## config.mk

```make
export PLATFORM = sky130hd
export DESIGN_NAME = updown_modcount_flat
export DESIGN_NICKNAME = d
export VERILOG_FILES = /design/src/rtl/updown_modcount_if.sv /design/src/rtl/updown_modcount.sv /design/src/flat_wrapper.sv
export SDC_FILE = /design/constraint.sdc
export NUM_CORES = 1
export LEC_CHECK = 0
export BUFFER_PORTS_ARGS = -buffer_cell sky130_fd_sc_hd__buf_4
export CORE_AREA = 8 8 61 63
export DETAILED_ROUTE_END_ITERATION = 8
export DIE_AREA = 0 0 69 71
export PLACE_DENSITY = 0.73
export SLEW_MARGIN = 20
export SYNTH_ARGS = -nofsm -noshare
export SYNTH_HDL_FRONTEND = slang
export SYNTH_SLANG_ARGS = --single-unit
```

## constraint.sdc

```tcl
create_clock -name Clock -period 2.95 [get_ports Clock]
set_clock_uncertainty 0.2 [all_clocks]
set_input_delay 0.7375 -clock Clock [delete_from_list [all_inputs] [get_ports Clock]]
set_output_delay 0.7375 -clock Clock [all_outputs]
set_load 0.1 [all_outputs]
```

## src/rtl/updown_modcount_if.sv

```systemverilog
// Control/data bundle for updown_modcount. With UPDOWN_MODCOUNT_CMP_EN defined it also
// carries the compare value and the match flag.
interface updown_modcount_if #(
    parameter int unsigned N = 8
);
    logic         L;
    logic         E;
    logic         up_down;
    logic         sat;
    logic [N-1:0] step;
    logic [N-1:0] R;
    logic [N-1:0] Q;
    logic         tc;
    logic         at_lim;
`ifdef UPDOWN_MODCOUNT_CMP_EN
    logic [N-1:0] cmp_val;
    logic         match;

    modport master (output L, E, up_down, sat, step, R, cmp_val,
                    input  Q, tc, at_lim, match);
    modport slave  (input  L, E, up_down, sat, step, R, cmp_val,
                    output Q, tc, at_lim, match);
`else
    modport master (output L, E, up_down, sat, step, R,
                    input  Q, tc, at_lim);
    modport slave  (input  L, E, up_down, sat, step, R,
                    output Q, tc, at_lim);
`endif
endinterface

```

## src/rtl/updown_modcount.sv

```systemverilog
// Up/down modulo-(MAX+1) counter with load, step, wrap/saturate and registered terminal count.
// Optional compare/match output is built when UPDOWN_MODCOUNT_CMP_EN is defined.
module updown_modcount #(
    parameter int unsigned N   = 8,
    parameter int unsigned MAX = (1 << N) - 1
) (
    input logic              Clock,
    input logic              Resetn,
    updown_modcount_if.slave bus
);
    localparam logic [N:0]   MaxW = (N+1)'(MAX);
    localparam logic [N:0]   ModW = (N+1)'(MAX + 1);
    localparam logic [N-1:0] MaxN = N'(MAX);

    logic [N-1:0] q_q, q_d;
    logic         tc_q, tc_d;
    logic [N:0]   q_ext, step_ext, r_ext, s, r_cl, sum;

    // N+1-bit arithmetic: Q+s <= 2*MAX and Q+MAX+1 <= 2*MAX+1 never overflow.
    always_comb begin
        q_ext    = {1'b0, q_q};
        step_ext = {1'b0, bus.step};
        r_ext    = {1'b0, bus.R};
        s        = (step_ext > MaxW) ? MaxW : step_ext;
        r_cl     = (r_ext > MaxW) ? MaxW : r_ext;
        sum      = q_ext + s;
    end

    always_comb begin
        q_d  = q_q;
        tc_d = 1'b0;
        if (bus.L) begin
            q_d = N'(r_cl);
        end else if (bus.E && (s != '0)) begin
            if (bus.up_down) begin
                if (sum <= MaxW) begin
                    q_d = N'(sum);
                end else if (!bus.sat) begin
                    q_d  = N'(sum - ModW);
                    tc_d = 1'b1;
                end else begin
                    q_d  = MaxN;
                    tc_d = (q_q != MaxN);
                end
            end else begin
                if (s <= q_ext) begin
                    q_d = N'(q_ext - s);
                end else if (!bus.sat) begin
                    q_d  = N'(q_ext + ModW - s);
                    tc_d = 1'b1;
                end else begin
                    q_d  = '0;
                    tc_d = (q_q != '0);
                end
            end
        end
    end

    always_ff @(posedge Clock or negedge Resetn) begin
        if (!Resetn) begin
            q_q  <= '0;
            tc_q <= 1'b0;
        end else begin
            q_q  <= q_d;
            tc_q <= tc_d;
        end
    end

    assign bus.Q      = q_q;
    assign bus.tc     = tc_q;
    assign bus.at_lim = bus.up_down ? (q_q == MaxN) : (q_q == '0);

`ifdef UPDOWN_MODCOUNT_CMP_EN
    logic match_q, match_d;

    // Compare against next Q so match lines up with the Q it describes.
    always_comb begin
        match_d = (q_d == bus.cmp_val);
    end

    always_ff @(posedge Clock or negedge Resetn) begin
        if (!Resetn) begin
            match_q <= 1'b0;
        end else begin
            match_q <= match_d;
        end
    end

    assign bus.match = match_q;
`endif
endmodule

```

## src/flat_wrapper.sv

```systemverilog
// flat-port wrapper written by rule: the top's interface ports become plain ports
module updown_modcount_flat 
#(
    parameter int unsigned N   = 8,
    parameter int unsigned MAX = (1 << N) - 1
)
  (Clock, Resetn, bus_L, bus_E, bus_up_down, bus_sat, bus_step, bus_R, bus_Q, bus_tc, bus_at_lim);
  updown_modcount_if #(.N(N)) bus_i ();
  input logic Clock;
  input logic Resetn;
  input wire logic [$bits(bus_i.L)-1:0] bus_L;
  input wire logic [$bits(bus_i.E)-1:0] bus_E;
  input wire logic [$bits(bus_i.up_down)-1:0] bus_up_down;
  input wire logic [$bits(bus_i.sat)-1:0] bus_sat;
  input wire logic [$bits(bus_i.step)-1:0] bus_step;
  input wire logic [$bits(bus_i.R)-1:0] bus_R;
  output wire logic [$bits(bus_i.Q)-1:0] bus_Q;
  output wire logic [$bits(bus_i.tc)-1:0] bus_tc;
  output wire logic [$bits(bus_i.at_lim)-1:0] bus_at_lim;
  assign bus_i.L = bus_L;
  assign bus_i.E = bus_E;
  assign bus_i.up_down = bus_up_down;
  assign bus_i.sat = bus_sat;
  assign bus_i.step = bus_step;
  assign bus_i.R = bus_R;
  assign bus_Q = bus_i.Q;
  assign bus_tc = bus_i.tc;
  assign bus_at_lim = bus_i.at_lim;
  updown_modcount #(.N(N), .MAX(MAX)) u_core (.Clock(Clock), .Resetn(Resetn), .bus(bus_i));
endmodule
```

==> results.md, run 1 <==
* Nets at 242
* Unrepaired setup endpoints after global routing: no
* First-pass GRT wire length at 6.98 mm
* Syn Area/Cell at 8.46 sq um
* # hold bufs at CTS at 0
* Lkg Pwr at 0.805 nW
* Worst EP arrival at 2.78 ns
* Final hold violations at 0
* Area of the multi-input gates at 0.00105 sq mm
* Die Ht at 71 um
* Initial core utilization at 0.493
* Min Tclk post-route at 2.80 ns
* Synth Flop Type: dfrtp_1
* Chip Width at 69 um
* Worst reg2reg startpoint: u_core.bus.Q[0]$_DFFE_PN0P_
* Worst vdd ir at 0.000408 V
* Netlist cell types at 53
* Post-DR vias/cell at 6.00
* Startpoint class of the critical path: primary input
* Clock Power Share at 0.101
* Sequential element share of the synthesized area at 0.160
* Post-synth EDFFs at 0
* Congestion Overflow GR at 0
* Slew Limit Headroom at 0.717
* R2r setup slk at 0.19 ns
* Setup Buffers After CTS at 0
* Die footprint at 0.00490 sq mm
* Gr busiest metal: met2
* Max-cap viol count at 0
* Combinational Power Share at 0.697
* Worst setup margin at 0.152 ns
* Clock tree sinks at 9
* Layout cell share with drive strength beyond 1 at 0.353
* Power Dens Cells at 545 mW/mm^2
* CTS tree: yes
* TNS Setup at 0 ns
* Pre-antenna DRT Iters at 4
* Final Setup Violations at 0
* Port bufs at 31
* # fillers at 286
* TritonCTS buffer count at 3
* Post-Place Cells at 230
* Skew-Pair Late Insertion Delay at 0.26 ns
* Mapped Cells at 166
* # DRC at 0
* Layout Utilization at 0.607
* Fin. max-slew vios at 0
* Antenna violations before repair at 0
* Mapped Area at 0.00141 sq mm
* GRT Util Overall at 0.166
* Detailed Route WL at 3.98 mm
* # rows at 20
* Fmax at 357 MHz
* Crit Path Max Fanout at 6
* Top post-synthesis cells by area: dfrtp_1 16%, ha_1 14%, inv_1 4.5%
* 1st-iter DRT viols at 94
* Antenna Violating Nets Remaining at 0
* Met2 usage at 0.294
* Worst Hold Class: primary input to asynchronous set/reset pin
* Post-placement cell area at 0.00170 sq mm
* Fin Hold WS at 0.0830 ns
* Psw at 0.498 mW
* Clock root cell: clkbuf_4
* DR vias at 1403
* Part of the cycle the worst path needs at 0.948
* Layout Cells excl Fill at 234
* Internal power at 0.445 mW
* Async set-or-reset flop fraction in the synthesized netlist at 1.00
* Seq pwr share at 0.201
* Finished Cell Area at 0.00173 sq mm
* Synth-to-layout area growth at 23.2%
* Vias in the first global route at 1495
* Setup WS pre-CTS at -0.110 ns
* Ant diodes at 0
* IO Pins at 32
* Routability cong. at 0.930
* Worst Max-Slew Pin Slew at 0.422 ns
* Sw frac at 0.528
* Worst R2R End: u_core.bus.Q[4]$_DFFE_PN0P_
* Clk pin slew, worst setup/hold paths at 0.06 ns
* CTS HTree Levels at 1
* Dpl hpwl at 3.41 mm
* Power Total at 0.942 mW
* Core Box Area at 0.00285 sq mm
* Critical Path RT at 2.93 ns
* Grt met3 use at 0.0266
* WL/cell at 17.0 um
* Clk buf depth at 2
* Synth top area share at 0.160
* Crit. End Element: register
* Largest area contributor in the netlist: dfrtp_1
* Run status: complete, no violations
* Largest net degree at the start of global routing at 12
* Register area at 235 sq um
* Synthesized net count at 206
* Register bit total from synthesis at 9
* Post-cts resize count at 0
* Met1 Use GR at 0.201
* WS Path Type: primary input to register
* Total number of yosys warnings at 0
* Worst Reg-to-Reg Cells at 9
[power groups by stage]
stage | clock network [mW] | registers [mW] | logic, mW
CTS | 0.0973 | 0.189 | 0.655
finish | 0.0954 | 0.190 | 0.657
floorplan | 0 | 0.324 | 0.351
detailed placement | 0 | 0.191 | 0.653
global route | 0.104 | 0.194 | 0.708
global placement | 0 | 0.189 | 0.642
[logic make-up after synthesis]
kind of cell | synth area share
flops | 0.160
compound gates | 0.313
fa+ha+maj | 0.171
buf+inv | 0.0988
simple gates | 0.207
xor+xnor | 0.0499
[worst max-delay path by stage]
stage | start | cells after the start | slack [ns] | end
2_1_floorplan | u_core.bus.Q[0]$_DFFE_PN0P_ | 10 | 0.01 | u_core.bus.Q[2]$_DFFE_PN0P_
3_3_place_gp | bus_step[0] | 9 | -0.05 | u_core.bus.Q[3]$_DFFE_PN0P_
3_5_place_dp | bus_step[0] | 9 | -0.11 | u_core.bus.Q[4]$_DFFE_PN0P_
4_1_cts | bus_step[0] | 9 | 0.16 | u_core.bus.Q[4]$_DFFE_PN0P_
5_1_grt | u_core.bus.Q[0]$_DFFE_PN0P_ | 9 | 0.03 | u_core.bus.Q[5]$_DFFE_PN0P_
6_report | bus_step[0] | 9 | 0.15 | u_core.bus.Q[4]$_DFFE_PN0P_
[flip-flops by register name (all words and copies together), names as in the netlist]
signal	count
u_core.bus.Q	8
u_core.bus.tc	1
[cells in the final DEF, fill, tap and decap left out, drive strengths merged, types with 2 or more instances in the layout]
cell,count
o21bai,2
or3,3
nand2,6
a31oi,2
o211ai,5
dfrtp,9
nand4,2
a221oi,2
nor2,10
xnor2,6
a21oi,7
nand3,4
xor2,2
a21boi,2
nor3,5
a22oi,6
or4,4
nand2b,3
o22ai,2
buf,40
ha,16
clkbuf,3
nor3b,3
nor4,2
o31ai,4
o21ai,13
inv,19
nor2b,4
fa,2
[critical path, cell delays in order]
cell and delay [ns]:
buf_4 0.11, ha_1 0.20, fa_1 0.44, nor2b_4 0.14, o31ai_2 0.08, a21oi_2 0.18
o41ai_2 0.11, or4_1 0.58, o211ai_2 0.21
[layout make-up]
cell class / instances / area share
multi-input combinational: 129 / 0.610
timing repair buffer: 40 / 0.174
sequential: 9 / 0.136
inverter: 19 / 0.0412
tap: 33 / 0.0239
clock buffer: 3 / 0.0130
clock inverter: 1 / 0.00289
[synthesized netlist by cell type (2+ instances only)]
library cell / number
nor2b_1: 3
or4_1: 3
inv_2: 2
fa_1: 2
buf_4: 2
nand2_1: 6
nand4_1: 2
a21oi_2: 2
o21ai_0: 10
nor4_1: 2
o211ai_2: 5
o21bai_1: 2
nor2_1: 10
o22ai_1: 2
nand2b_1: 3
ha_1: 16
nor3_1: 5
o21ai_1: 2
xnor2_1: 6
xor2_1: 2
a31oi_1: 2
buf_2: 3
inv_1: 17
a22oi_1: 6
nand3_1: 4
nor3b_1: 2
a21oi_1: 5
o31ai_1: 3
or3_1: 3
dfrtp_1: 9
buf_6: 3
[routing by layer]
| metal | share of wire | vias up | wire length (um) |
|---|---|---|---|
| met2 | 0.50 | 54 | 1980 |
| met5 | 0 | - | 0 |
| met3 | 0.057 | 6 | 229 |
| met4 | 0.013 | 0 | 50 |
| met1 | 0.43 | 667 | 1720 |
| li1 | - | 676 | - |
(Power assumes the default switching activity.)
==> run 2: changes to the inputs <==
- CORE_AREA: 8 8 61 63 -> 2 2 55 57
- DIE_AREA: 0 0 69 71 -> 0 0 57 59
==> run 2 against run 1 <==
  * Count of clock-buffer cells in the layout unchanged
  * Via count increased by 0.43%
  * Critical path depth unchanged
  * Critical endpoint is now u_core.bus.Q[3]$_DFFE_PN0P_
  * Largest cell class unchanged
  * Largest power group unchanged
==> results.md, run 2 (synthesized netlist as in run 1, its figures left out) <==
* CTS HTree Levels at 1 (unchanged)
* Largest net degree at the start of global routing at 12 (unchanged)
* Vias in the first global route at 1358 (-9.2%)
* Initial core utilization at 0.518 (+0.0259)
* Most frequent cells in the layout: 41 x buf_4, 17 x inv_1, 16 x ha_1
* Worst path cell trace: buf_4, ha_1, fa_1, nor2b_4, o31ai_2, a21oi_2, o41ai_2, or4_1, o211ai_2
* Worst path slowest cell: or4_1
* # rows at 19 (-5.0%)
* Max-cap viol count at 0 (unchanged)
* Final hold violations at 0 (unchanged)
* Antenna Violating Nets Remaining at 0 (unchanged)
* Setup crit end: u_core.bus.Q[3]$_DFFE_PN0P_
* Clock root cell: clkbuf_4
* Critical Path RT at 2.94 ns (about the same)
* WL/cell at 15.6 um (-8.2%)
* Routability cong. at 0.846 (-9.1%)
* Clk buf depth at 2 (unchanged)
* Worst vdd ir at 0.000401 V (-1.7%)
* Post-cts resize count at 0 (unchanged)
* Worst reg2reg startpoint: u_core.bus.Q[0]$_DFFE_PN0P_
* Sw frac at 0.524 (-0.00372)
* Worst R2R End: u_core.bus.Q[3]$_DFFE_PN0P_
* Max reg flops at 8 (unchanged)
* TritonCTS buffer count at 3 (unchanged)
* Part of the cycle the worst path needs at 0.953 (+0.00432)
* Worst setup margin at 0.140 ns (-0.0128 ns)
* Final Setup Violations at 0 (unchanged)
* Ant diodes at 0 (unchanged)
* Lkg Pwr at 0.810 nW (+0.60%)
* Nets at 243 (+0.41%)
* CP startpoint: bus_step[0]
* Detailed Route WL at 3.64 mm (-8.6%)
* Power Dens Cells at 543 mW/mm^2 (-0.35%)
* GRT Util Overall at 0.232 (+0.0665)
* Chip Width at 57 um (-17%)
* Crit. End Element: register
* Setup Buffers After CTS at 0 (unchanged)
* Finished Cell Area at 0.00174 sq mm (+0.29%)
* Post-DR vias/cell at 6.05 (+0.86%)
* DR vias at 1409 (+0.43%)
* Internal power at 0.448 mW (+0.73%)
* Antenna violations before repair at 0 (unchanged)
* Worst EP arrival at 2.80 ns (+0.02 ns)
* Crit Path Max Fanout at 6 (unchanged)
* Crit. path cell count at 9 (unchanged)
* Worst Hold Class: primary input to asynchronous set/reset pin
* # DRC at 0 (unchanged)
* Core Box Area at 0.00271 sq mm (-5.0%)
* CTS tree: yes
* Clock tree sinks at 9 (unchanged)
* Fin. max-slew vios at 0 (unchanged)
* Routed metal-1 wirelength at 1.57 mm (-8.9%)
* Worst Reg-to-Reg Cells at 9 (unchanged)
* Post-placement cell area at 0.00171 sq mm (+0.29%)
* Max stage delay on crit path at 0.57 ns (about the same)
* Psw at 0.494 mW (-0.76%)
* Layout cell share with drive strength beyond 1 at 0.356 (+0.00320)
* Port bufs at 31 (unchanged)
* Min Tclk post-route at 2.81 ns (+0.0128 ns)
* IO Pins at 32 (unchanged)
* Seq pwr share at 0.199 (-0.002)
* Congestion Overflow GR at 0 (unchanged)
* Startpoint class of the critical path: primary input
* Clk pin slew, worst setup/hold paths at 0.07 ns (about the same)
* Slew Limit Headroom at 0.714 (-0.00299)
* Layout Utilization at 0.640 (+0.0338)
* Top Metal Used: met4
* Dpl hpwl at 3.08 mm (-9.6%)
* Most common cell after layout, fill and taps aside: buf_4
* Die footprint at 0.00336 sq mm (-31%)
* WS Path Type: primary input to register
* Bufs and invs on worst path at 1 (unchanged)
* Run status: complete, no violations
* Met3 wire len at 222 um (-3.1%)
* Met2 WL at 1.80 mm (-9.0%)
* Pre-antenna DRT Iters at 4 (unchanged)
* Worst Max-Slew Pin Slew at 0.427 ns (+0.00446 ns)
* Fmax at 356 MHz (-0.45%)
* Crit-path leading delay family: simple AND/OR/NAND/NOR gates
* Power Total at 0.942 mW (about the same)
* Setup WS pre-CTS at -0.136 ns (-0.0264 ns)
* # hold bufs at CTS at 0 (unchanged)
* # fillers at 252 (-12%)
* Unrepaired setup endpoints after global routing: no
* Die Ht at 59 um (-17%)
* First-pass GRT wire length at 6.13 mm (-12%)
* R2r setup slk at 0.20 ns (about the same)
* Clock Power Share at 0.104 (+0.003)
* Combinational Power Share at 0.696 (about the same)
* 1st-iter DRT viols at 42 (-55%)
* Skew-Pair Late Insertion Delay at 0.27 ns (about the same)
* Synth-to-layout area growth at 23.5%
run 2: cell types whose count changed in the layout (fill, tap and decap cells not counted), sizes merged:
cell  previous run  this run
buf             40        41
run 2: per-layer routing:
metal,up-vias,GRT usage
met1,669,0.304
met5,-,0
li1,680,-
met4,0,0.0764
met3,6,0.0175
met2,54,0.407
run 2: layout make-up:
type,instances,area [sq um],area share
multi-input cells,129,1050,0.608
repair buffers,41,308,0.177
flip-flops and latches,9,235,0.136
inverters,19,71.3,0.0411
well taps,31,38.8,0.0224
clock buffers,3,22.5,0.0130
clock inverters,1,5.00,0.00288
run 2: through the flow:
stage,TNS [ns],hold WS [ns],instances
6_report,0,0.0761,233
5_1_grt,0,0.0721,233
4_1_cts,0,0.0762,233
3_5_place_dp,-0.680,0.367,229
3_3_place_gp,-0.222,0.365,229
2_1_floorplan,0,0.242,166
run 2: worst min path at each step:
stage | slack, ns | startpoint | end
6_report | 0.08 | Resetn | u_core.bus.Q[1]$_DFFE_PN0P_
5_1_grt | 0.07 | Resetn | u_core.bus.Q[0]$_DFFE_PN0P_
4_1_cts | 0.08 | Resetn | u_core.bus.Q[0]$_DFFE_PN0P_
3_5_place_dp | 0.37 | Resetn | u_core.bus.Q[0]$_DFFE_PN0P_
3_3_place_gp | 0.36 | Resetn | u_core.bus.Q[0]$_DFFE_PN0P_
2_1_floorplan | 0.24 | Resetn | u_core.bus.Q[0]$_DFFE_PN0P_
run 2: power by group through the flow:
stage                     registers, mW  logic, mW  clock network [mW]
after floorplan                   0.324      0.351                   0
after global placement            0.189      0.642                   0
after detailed placement          0.191      0.652                   0
after CTS                         0.188      0.654               0.100
after global routing              0.193      0.706               0.106
final                             0.188      0.656              0.0984
run 2: worst reg2reg max path, cell delays in order (launching register included):
cell	delay, ns
dfrtp_2	0.41
inv_1	0.09
ha_1	0.23
fa_1	0.43
nor2b_4	0.15
o31ai_2	0.08
a21oi_2	0.19
o41ai_2	0.11
or4_1	0.57
o211ai_2	0.22
